[config.mk]
export PLATFORM = sky130hd
export DESIGN_NAME = vga_rect_fill_ctrl
export DESIGN_NICKNAME = d
export VERILOG_FILES = /design/src/rtl/vga_fill_pkg.sv /design/src/rtl/vga_rect_walker.sv /design/src/rtl/vga_rect_fill_ctrl.sv
export SDC_FILE = /design/constraint.sdc
export NUM_CORES = 1
export LEC_CHECK = 0
export ABC_AREA = 0
export ABC_CLOCK_PERIOD_IN_PS = 8570
export BUFFER_PORTS_ARGS = -buffer_cell sky130_fd_sc_hd__buf_4
export CAP_MARGIN = 20
export CORE_MARGIN = 10
export CORE_UTILIZATION = 66
export CTS_BUF_LIST = sky130_fd_sc_hd__clkbuf_2 sky130_fd_sc_hd__clkbuf_4 sky130_fd_sc_hd__clkbuf_8
export DETAILED_ROUTE_END_ITERATION = 6
export HOLD_SLACK_MARGIN = 0.05
export PLACE_DENSITY = 0.95
export SYNTH_ARGS = -nofsm -noshare
export SYNTH_HDL_FRONTEND = slang
export SYNTH_SLANG_ARGS = --single-unit
[constraint.sdc]
create_clock -name CLK -period 8.57 [get_ports CLK]
set_input_delay 0 -clock CLK [delete_from_list [all_inputs] [get_ports CLK]]
set_output_delay 0 -clock CLK [all_outputs]
set_load 0.01 [all_outputs]
[src/rtl/vga_fill_pkg.sv]
// Shared constants, state encoding and address packing for the VGA rectangle-fill controller.
package vga_fill_pkg;

  localparam int FB_W_DEF = 160;
  localparam int FB_H_DEF = 120;

  localparam logic [2:0] SEL_X0    = 3'd0;
  localparam logic [2:0] SEL_Y0    = 3'd1;
  localparam logic [2:0] SEL_W     = 3'd2;
  localparam logic [2:0] SEL_H     = 3'd3;
  localparam logic [2:0] SEL_COLOR = 3'd4;
  localparam logic [2:0] SEL_CTRL  = 3'd5;

  localparam int CTRL_GO_BIT    = 0;
  localparam int CTRL_ABORT_BIT = 1;

  typedef enum logic [1:0] {
    ST_IDLE,
    ST_SETUP,
    ST_FILL,
    ST_DONE
  } fill_state_t;

  function automatic logic [14:0] pix_addr(input logic [6:0] y, input logic [7:0] x);
    return {y, x};
  endfunction

endpackage

[src/rtl/vga_rect_walker.sv]
// Row-major x/y cursor for the fill engine: load, advance (x fastest) or hold, plus last-pixel flag.
module vga_rect_walker (
  input  logic       CLK,
  input  logic       RST_N,
  input  logic       load,
  input  logic       advance,
  input  logic [7:0] x_start,
  input  logic [6:0] y_start,
  input  logic [7:0] x_end,
  input  logic [6:0] y_end,
  output logic [7:0] x,
  output logic [6:0] y,
  output logic       last
);

  logic [7:0] x_q;
  logic [6:0] y_q;
  logic [7:0] xs_q;
  logic [7:0] xe_q;
  logic [6:0] ye_q;

  always_ff @(posedge CLK or negedge RST_N) begin
    if (!RST_N) begin
      x_q  <= '0;
      y_q  <= '0;
      xs_q <= '0;
      xe_q <= '0;
      ye_q <= '0;
    end else if (load) begin
      x_q  <= x_start;
      y_q  <= y_start;
      xs_q <= x_start;
      xe_q <= x_end;
      ye_q <= y_end;
    end else if (advance) begin
      if (x_q == xe_q) begin
        x_q <= xs_q;
        y_q <= y_q + 7'd1;
      end else begin
        x_q <= x_q + 8'd1;
      end
    end
  end

  assign x    = x_q;
  assign y    = y_q;
  assign last = (x_q == xe_q) && (y_q == ye_q);

endmodule

[src/rtl/vga_rect_fill_ctrl.sv]
// Rectangle-fill engine sharing the framebuffer write port with direct CPU pixel writes (CPU wins).
// Define VGA_FILL_IRQ_EN to build the DONE_IRQ completion pulse; otherwise DONE_IRQ is tied low.
module vga_rect_fill_ctrl
  import vga_fill_pkg::*;
#(
  parameter int FB_W = FB_W_DEF,
  parameter int FB_H = FB_H_DEF
) (
  input  logic        CLK,
  input  logic        RST_N,
  input  logic        CFG_WE,
  input  logic [2:0]  CFG_SEL,
  input  logic [15:0] CFG_WD,
  input  logic        CPU_PIX_WE,
  input  logic [14:0] CPU_PIX_WA,
  input  logic [11:0] CPU_PIX_WD,
  output logic        FB_WE,
  output logic [14:0] FB_WA,
  output logic [11:0] FB_WD,
  output logic        BUSY,
  output logic [14:0] PIX_CNT,
  output logic        DONE_IRQ
);

  localparam logic [8:0] FB_W9 = 9'(FB_W);
  localparam logic [8:0] FB_H9 = 9'(FB_H);

  fill_state_t state;

  logic [7:0]  x0_r, w_r, x0_l, w_l;
  logic [6:0]  y0_r, h_r, y0_l, h_l;
  logic [11:0] color_r, color_l;

  logic        fb_we_q;
  logic [14:0] fb_wa_q;
  logic [11:0] fb_wd_q;
  logic        busy_q;
  logic [14:0] pix_cnt_q;

  logic        ctrl_wr, go, abort;
  logic [8:0]  sum_x, sum_y, xe9, ye9;
  logic [7:0]  x_end;
  logic [6:0]  y_end;
  logic        empty;
  logic        eng_emit, enter_done;
  logic [7:0]  cur_x;
  logic [6:0]  cur_y;
  logic        cur_last;
  logic        cfg_unused;

  assign cfg_unused = ^CFG_WD[15:12];

  always_comb begin
    ctrl_wr = CFG_WE && (CFG_SEL == SEL_CTRL);
    abort   = ctrl_wr && CFG_WD[CTRL_ABORT_BIT];
    go      = ctrl_wr && CFG_WD[CTRL_GO_BIT] && !CFG_WD[CTRL_ABORT_BIT];

    sum_x = {1'b0, x0_l} + {1'b0, w_l};
    sum_y = {2'b00, y0_l} + {2'b00, h_l};
    xe9   = (sum_x > FB_W9) ? FB_W9 : sum_x;
    ye9   = (sum_y > FB_H9) ? FB_H9 : sum_y;
    x_end = 8'(xe9 - 9'd1);
    y_end = 7'(ye9 - 9'd1);
    empty = (w_l == '0) || (h_l == '0) ||
            ({1'b0, x0_l} >= FB_W9) || ({2'b00, y0_l} >= FB_H9);

    // A CPU write or an abort in the same cycle keeps the cursor where it is.
    eng_emit = (state == ST_FILL) && !CPU_PIX_WE && !abort;

    enter_done = 1'b0;
    case (state)
      ST_SETUP: enter_done = abort || empty;
      ST_FILL:  enter_done = abort || (eng_emit && cur_last);
      default:  enter_done = 1'b0;
    endcase
  end

  vga_rect_walker u_walker (
    .CLK     (CLK),
    .RST_N   (RST_N),
    .load    (state == ST_SETUP),
    .advance (eng_emit),
    .x_start (x0_l),
    .y_start (y0_l),
    .x_end   (x_end),
    .y_end   (y_end),
    .x       (cur_x),
    .y       (cur_y),
    .last    (cur_last)
  );

  always_ff @(posedge CLK or negedge RST_N) begin
    if (!RST_N) begin
      x0_r      <= '0;
      y0_r      <= '0;
      w_r       <= '0;
      h_r       <= '0;
      color_r   <= '0;
      x0_l      <= '0;
      y0_l      <= '0;
      w_l       <= '0;
      h_l       <= '0;
      color_l   <= '0;
      state     <= ST_IDLE;
      fb_we_q   <= 1'b0;
      fb_wa_q   <= '0;
      fb_wd_q   <= '0;
      busy_q    <= 1'b0;
      pix_cnt_q <= '0;
    end else begin
      if (CFG_WE) begin
        case (CFG_SEL)
          SEL_X0:    x0_r    <= CFG_WD[7:0];
          SEL_Y0:    y0_r    <= CFG_WD[6:0];
          SEL_W:     w_r     <= CFG_WD[7:0];
          SEL_H:     h_r     <= CFG_WD[6:0];
          SEL_COLOR: color_r <= CFG_WD[11:0];
          default:   ;
        endcase
      end

      fb_we_q <= 1'b0;
      if (CPU_PIX_WE) begin
        fb_we_q <= 1'b1;
        fb_wa_q <= CPU_PIX_WA;
        fb_wd_q <= CPU_PIX_WD;
      end else if (eng_emit) begin
        fb_we_q <= 1'b1;
        fb_wa_q <= pix_addr(cur_y, cur_x);
        fb_wd_q <= color_l;
      end

      case (state)
        ST_IDLE: begin
          if (go) begin
            state     <= ST_SETUP;
            busy_q    <= 1'b1;
            pix_cnt_q <= '0;
            x0_l      <= x0_r;
            y0_l      <= y0_r;
            w_l       <= w_r;
            h_l       <= h_r;
            color_l   <= color_r;
          end
        end
        ST_SETUP: begin
          if (enter_done) begin
            state  <= ST_DONE;
            busy_q <= 1'b0;
          end else begin
            state <= ST_FILL;
          end
        end
        ST_FILL: begin
          if (eng_emit) pix_cnt_q <= pix_cnt_q + 15'd1;
          if (enter_done) begin
            state  <= ST_DONE;
            busy_q <= 1'b0;
          end
        end
        ST_DONE: state <= ST_IDLE;
        default: begin
          state  <= ST_IDLE;
          busy_q <= 1'b0;
        end
      endcase
    end
  end

`ifdef VGA_FILL_IRQ_EN
  logic irq_q;

  always_ff @(posedge CLK or negedge RST_N) begin
    if (!RST_N) irq_q <= 1'b0;
    else        irq_q <= enter_done;
  end

  assign DONE_IRQ = irq_q;
`else
  assign DONE_IRQ = 1'b0;
`endif

  assign FB_WE   = fb_we_q;
  assign FB_WA   = fb_wa_q;
  assign FB_WD   = fb_wd_q;
  assign BUSY    = busy_q;
  assign PIX_CNT = pix_cnt_q;

endmodule

Yosys cells after proc, flatten, opt, wreduce, memory -nomap -nowiden

Cells that the tools add are included.

Equal/unequal tests: 14
Divide/modulo/power cells: 0
Bitwise logic cells: 0
Add/sub/neg operators: 7
$lt $le $gt $ge: 4
$mul: 0
Reduce and logical (&&, ||, !) cells: 36
Multiplexer cells: 25
Shift-type cells: 0

Operators by type and width:

| cell                  | count |
|---|---|
| $mux 15               | 4 |
| $mux 8                | 4 |
| $pmux 15 s2           | 1 |
| $mux 7                | 4 |
| $mux 12               | 2 |
| $reduce_and 2->1      | 8 |
| $add 15x1->15 const B | 1 |
| $reduce_bool 2->1     | 5 |
| $add 8x8->9           | 1 |
| $gt 9x8->1 const B    | 1 |
| $add 7x7->8           | 1 |
| $add 8x1->8 const B   | 1 |
| $eq 8x8->1            | 1 |
| $ge 8x8->1 const B    | 1 |
| $gt 8x7->1 const B    | 1 |
| $logic_and 1x1->1     | 8 |
| $logic_not 8->1       | 1 |
| $pmux 2 s4            | 1 |
| $sub 8x1->8 const B   | 1 |
| $add 7x1->7 const B   | 1 |
| $eq 7x7->1            | 1 |
| $ge 7x7->1 const B    | 1 |
| $logic_not 7->1       | 1 |
| $sub 7x1->7 const B   | 1 |
| other kinds (16)      | 34 |

Logic and storage cells: 107
Output and inout port bits: 45
Memories kept: 0
Latch bits: 0
Bits of input ports: 50
Bits in writable memories: 0
Memory bits (read-only): 0
Register bits: 168

Depth between registers and ports, before layout

Depth after elaboration: 10
Mapped depth: 15
Depth with buffers taken out: 15

Hierarchy

Synthesis repeated with hierarchy kept, for this count alone.

Cells, all modules: 743
Area, all modules: 8450.6 um^2

By module, submodules not included:

| module             | cells an instance | area an instance (um^2) | instances |
|---|---|---|---|
| vga_rect_fill_ctrl | 572               | 6475.0                  | 1 |
| vga_rect_walker    | 171               | 1975.6                  | 1 |

Worst setup path after synthesis

No wires, ideal clock.

Path kind: register to register
Start point: register w_l[0]
End point: register u_walker.xe_q[4]
Library setup time: 125 ps
Period minus slack after synthesis: 3095 ps
Arrival: 2970 ps
Setup slack: 5475 ps
Stages on the path, launching flop included: 16
Required time: 8445 ps
Cells stage by stage: dfrtp_1 -> ha_1 -> inv_1 -> fa_1 -> nand2b_1 -> a21oi_1 -> xor2_1 -> o31a_4 -> o22ai_4 -> or2b_1 -> ha_1 -> nand2_1 -> nor2_1 -> xnor2_1 -> mux2i_1 -> mux2_4

Cells in the longest elaborated chain, start to end: 4

Ends and longest elaborated chain:

| item                     | line                      | source |
|---|---|---|
| start: declaration       | vga_rect_fill_ctrl.sv:30  | `logic [7:0] x0_r, w_r, x0_l, w_l;` |
| start signal: assignment | vga_rect_fill_ctrl.sv:141 | `w_l <= w_r;` |
| $add 8x8->9 *            | vga_rect_fill_ctrl.sv:58  | `sum_x = {1'b0, x0_l} + {1'b0, w_l};` |
| $gt 9x8->1               | vga_rect_fill_ctrl.sv:60  | `xe9 = (sum_x > FB_W9) ? FB_W9 : sum_x;` |
| $mux 8 *                 | vga_rect_fill_ctrl.sv:60  |  |
| $sub 8x1->8 *            | vga_rect_fill_ctrl.sv:62  | `x_end = 8'(xe9 - 9'd1);` |
| end signal: assignment   | vga_rect_walker.sv:33     | `xe_q <= x_end;` |
| end: declaration         | vga_rect_walker.sv:19     | `logic [7:0] xe_q;` |

Every way passes the cells marked *; elsewhere a longest branch is shown, timed or not.
A chain may end at the register's enable or synchronous reset.

Final worst setup path

Start point: register y0_l[0]
End point: register u_walker.ye_q[6]

Cells in the longest elaborated chain, start to end: 4

Ends and longest elaborated chain:

| item                     | line                      | source |
|---|---|---|
| start: declaration       | vga_rect_fill_ctrl.sv:31  | `logic [6:0] y0_r, h_r, y0_l, h_l;` |
| start signal: assignment | vga_rect_fill_ctrl.sv:140 | `y0_l <= y0_r;` |
| $add 7x7->8 *            | vga_rect_fill_ctrl.sv:59  | `sum_y = {2'b00, y0_l} + {2'b00, h_l};` |
| $gt 8x7->1               | vga_rect_fill_ctrl.sv:61  | `ye9 = (sum_y > FB_H9) ? FB_H9 : sum_y;` |
| $mux 7 *                 | vga_rect_fill_ctrl.sv:61  |  |
| $sub 7x1->7 *            | vga_rect_fill_ctrl.sv:63  | `y_end = 7'(ye9 - 9'd1);` |
| end signal: assignment   | vga_rect_walker.sv:34     | `ye_q <= y_end;` |
| end: declaration         | vga_rect_walker.sv:20     | `logic [6:0] ye_q;` |

Marked as above.

==> metrics.yaml <==
outcome:
  status: "finished, violations left"
  violations: "DRC"
logic_synthesis:
  synthFlopType: "dfrtp_1"
  syn_area_per_cell_sq_um: 11.00
  ys_seq_area_share_pct: 49.84
  synthArstFlopShare_pct: 100.0
  synth_seq_cells: 168
  ys_warn_count: 0
  synth-edff-count: 0
  synthCells: 767
  synth_area_sq_um: 8434
  synth_nets: 843
  synth_cell_type_count: 69
pwr:
  clockPowerShare_pct: 20.6
  comb_power_share_pct: 39.2
  irDropWorstVdd_uv: 176.8
  finalPower_mw: 3.053
  internal-power_mw: 1.792
  switching_share_pct: 41.30
  powerDensity_nw_per_um2: 290.1
  p_switching_mw: 1.261
  pwr-share-seq_pct: 40.2
  power.leakage_nw: 4.985
setup_path:
  slowest_stage: "fa_1"
  r2r_cells: 13
  critPathTopFamily: "compound AO/OA/AOI/OAI gates"
  critical_path.startpoint_type: "flip-flop"
  max_stage_delay_ps: 470
  path_buf_inv: 0
  worstPathArrival_ps: 4030
  cp_max_fo: 5
  cp-startpoint: "y0_l[0]"
  r2r_end: "u_walker.ye_q[6]"
  crit_path_end_kind: "flip-flop"
  worst-r2r-setup-slack_ps: 4910
  crit_chain: "ha_1 > fa_1 > a211oi_1 > o21bai_1 > a21oi_1 > xnor2_1 > a31oi_1 > nand2_1 > ha_1 > nand3b_1 > nor3_1 > xnor2_1 > a31oi_1"
  required_ps: 8940
  path_class: "reg -> reg"
  rr_startpoint: "y0_l[0]"
placement:
  dp.cells: 998
  port_buffers: 89
  dp_slack_ps: 5153
  routabilityCongestion: 0.8566
  placed_area_sq_um: 9216
  post-dp-hpwl_microns: 13870
drt:
  ant_nets: 0
  vias: 7613
  drt_first_pass_iters: 7
  wire_per_inst_microns: 26.59
  vias_per_cell: 6.797
  drtIter0Drc: 1520
  drc: 18
  wl_microns: 29780
cells_and_area:
  syn2layout_area_growth_pct: 24.79
  fin_util_pct: 83.74
  finish.instance_area_sq_um: 10530
  drive_above_1_share_pct: 24.18
  multi_input_area_sq_um: 3998
  stdcell_count: 1120
  seqCellArea_sq_um: 4204
  layout_commonest_cell: "dfrtp_1"
  fillCellCount: 563
  layout_common_cells: "dfrtp_1 (168), buf_4 (93), dlygate4sd3_1 (88)"
  final_nets: 1010
clock_tree:
  cts.sinks: 168
  insertion_delay_ps: 520
  cts_buffers: 17
  clockRootBuffer: "clkbuf_8"
  post_cts_buffers: 0
  clk_path_buf_depth: 2
  path_clk_slew_ps: 140
  cts_tree: "built"
  htreeDepth: 4
floorplan:
  coreArea_sq_um: 12570
  fp.dieW_microns: 133.0
  die_height_microns: 133.0
  pin_count: 95
  start_util_pct: 67.11
  rows: 41
  dieArea_sq_um: 17700
sta:
  timing.fmax_ghz: 0.2731
  period_minus_slack_ps: 3662
  hold_violations: 0
  setup_ws_ps: 4908
  rsz0062_at_grt: "false"
  finalSetupViolations: 0
  skew_ps: 35.21
  tns_ps: 0
  hold_ws_ps: 144.7
  timing.slew.headroom_pct: 30.83
  post-route-period-util_pct: 42.73
  drv_slew: 0
  tightest_slew_ps: 1037
hold_path:
  hold_class: "in -> async"
global_routing:
  grt-ovfl-total: 0
  grt_pass1_wl_microns: 45390
  antenna_found_initial: 2
  grt_usage_pct: 33.31
  grt_max_degree: 94
  grt_pass1_vias: 7880
flow_run:
  drv_cap: 0
[synth_stat cells, types with 2 or more instances]
library cell / count / area (sq um)
a22o_1: 9 / 78.83
o21bai_1: 2 / 15.01
o21ai_1: 2 / 10.01
buf_2: 13 / 65.06
nand2_1: 72 / 270.3
nor3_2: 2 / 20.02
dfrtp_1: 168 / 4204
xor2_1: 16 / 140.1
a21oi_1: 20 / 100.1
nor2b_1: 5 / 31.28
or3_1: 3 / 18.77
nand3b_1: 4 / 30.03
nor4_1: 7 / 43.79
o211ai_1: 3 / 22.52
xnor2_1: 25 / 219.0
or2b_1: 2 / 15.01
nand2b_1: 2 / 12.51
inv_1: 24 / 90.09
mux2_2: 85 / 957.2
a211oi_1: 6 / 45.04
o21a_1: 2 / 15.01
fa_1: 2 / 40.04
nor2_1: 35 / 131.4
o22ai_1: 2 / 12.51
a311oi_1: 2 / 17.52
a21o_1: 12 / 90.09
buf_1: 2 / 7.510
and2_1: 2 / 12.51
nand3_1: 16 / 80.08
and3_1: 5 / 31.28
nand4_1: 12 / 75.07
ha_1: 24 / 300.3
o21ai_0: 70 / 350.3
a31oi_1: 11 / 68.82
clkbuf_1: 17 / 63.81
nor3_1: 16 / 80.08
mux2i_1: 34 / 340.3
buf_4: 2 / 15.01
[area by class of cell]
cell class	instances	area share, %
flip-flops and latches	168	39.94
multi-input cells	540	37.98
repair buffers	183	15.30
clock buffers	20	2.496
well taps	172	2.045
clock inverters	12	1.355
inverters	24	0.8559
diodes	1	0.02378
[registers in the layout, summed over array words and instances (netlist names), 12 cells and up]
signal	count
color_l	12
FB_WA	15
color_r	12
PIX_CNT	15
FB_WD	12
[cell families after synthesis]
kind of cell	Yosys count	synth area share (%)
simple gates	195	11.41
flops	168	49.84
compound gates	156	11.73
mux	120	15.56
buf+inv	59	2.922
xor+xnor	42	4.450
fa+ha+maj	26	4.035
other cells	1	0.04446
[worst max-delay path by stage]
stage                                  end  slack [ps]  cells past startpoint
after detailed placement  u_walker.xe_q[4]        5150                     15
after floorplan           u_walker.xe_q[4]        5470                     15
after global placement    u_walker.xe_q[4]        5280                     15
final                     u_walker.ye_q[6]        4910                     13
after global routing      u_walker.ye_q[6]        4760                     13
after CTS                 u_walker.xe_q[4]        5120                     15
[power by group through the flow]
stage	sequential (mW)	clock, mW	combinational [mW]
after floorplan	1.14	0	0.760
after global placement	1.17	0	0.950
after detailed placement	1.19	0	1.00
after CTS	1.17	0.582	1.07
after global routing	1.23	0.657	1.27
final	1.23	0.628	1.20
[layer usage]
layer / GRT usage (%) / vias to the layer above / part of all wire [%]
met3: 11.88 / 265 / 11
met2: 53.13 / 652 / 47
li1: - / 3079 / -
met5: 1.458 / - / 0.044
met4: 24.21 / 2 / 8.8
met1: 35.93 / 3615 / 33
[repair_timing]
item	4_1_cts	5_1_grt
endpoints found under the hold margin	162	0
hold buffers	88	0
gates resized for setup	0	0
setup endpoints to repair	0	0
(Power assumes the default switching activity.)
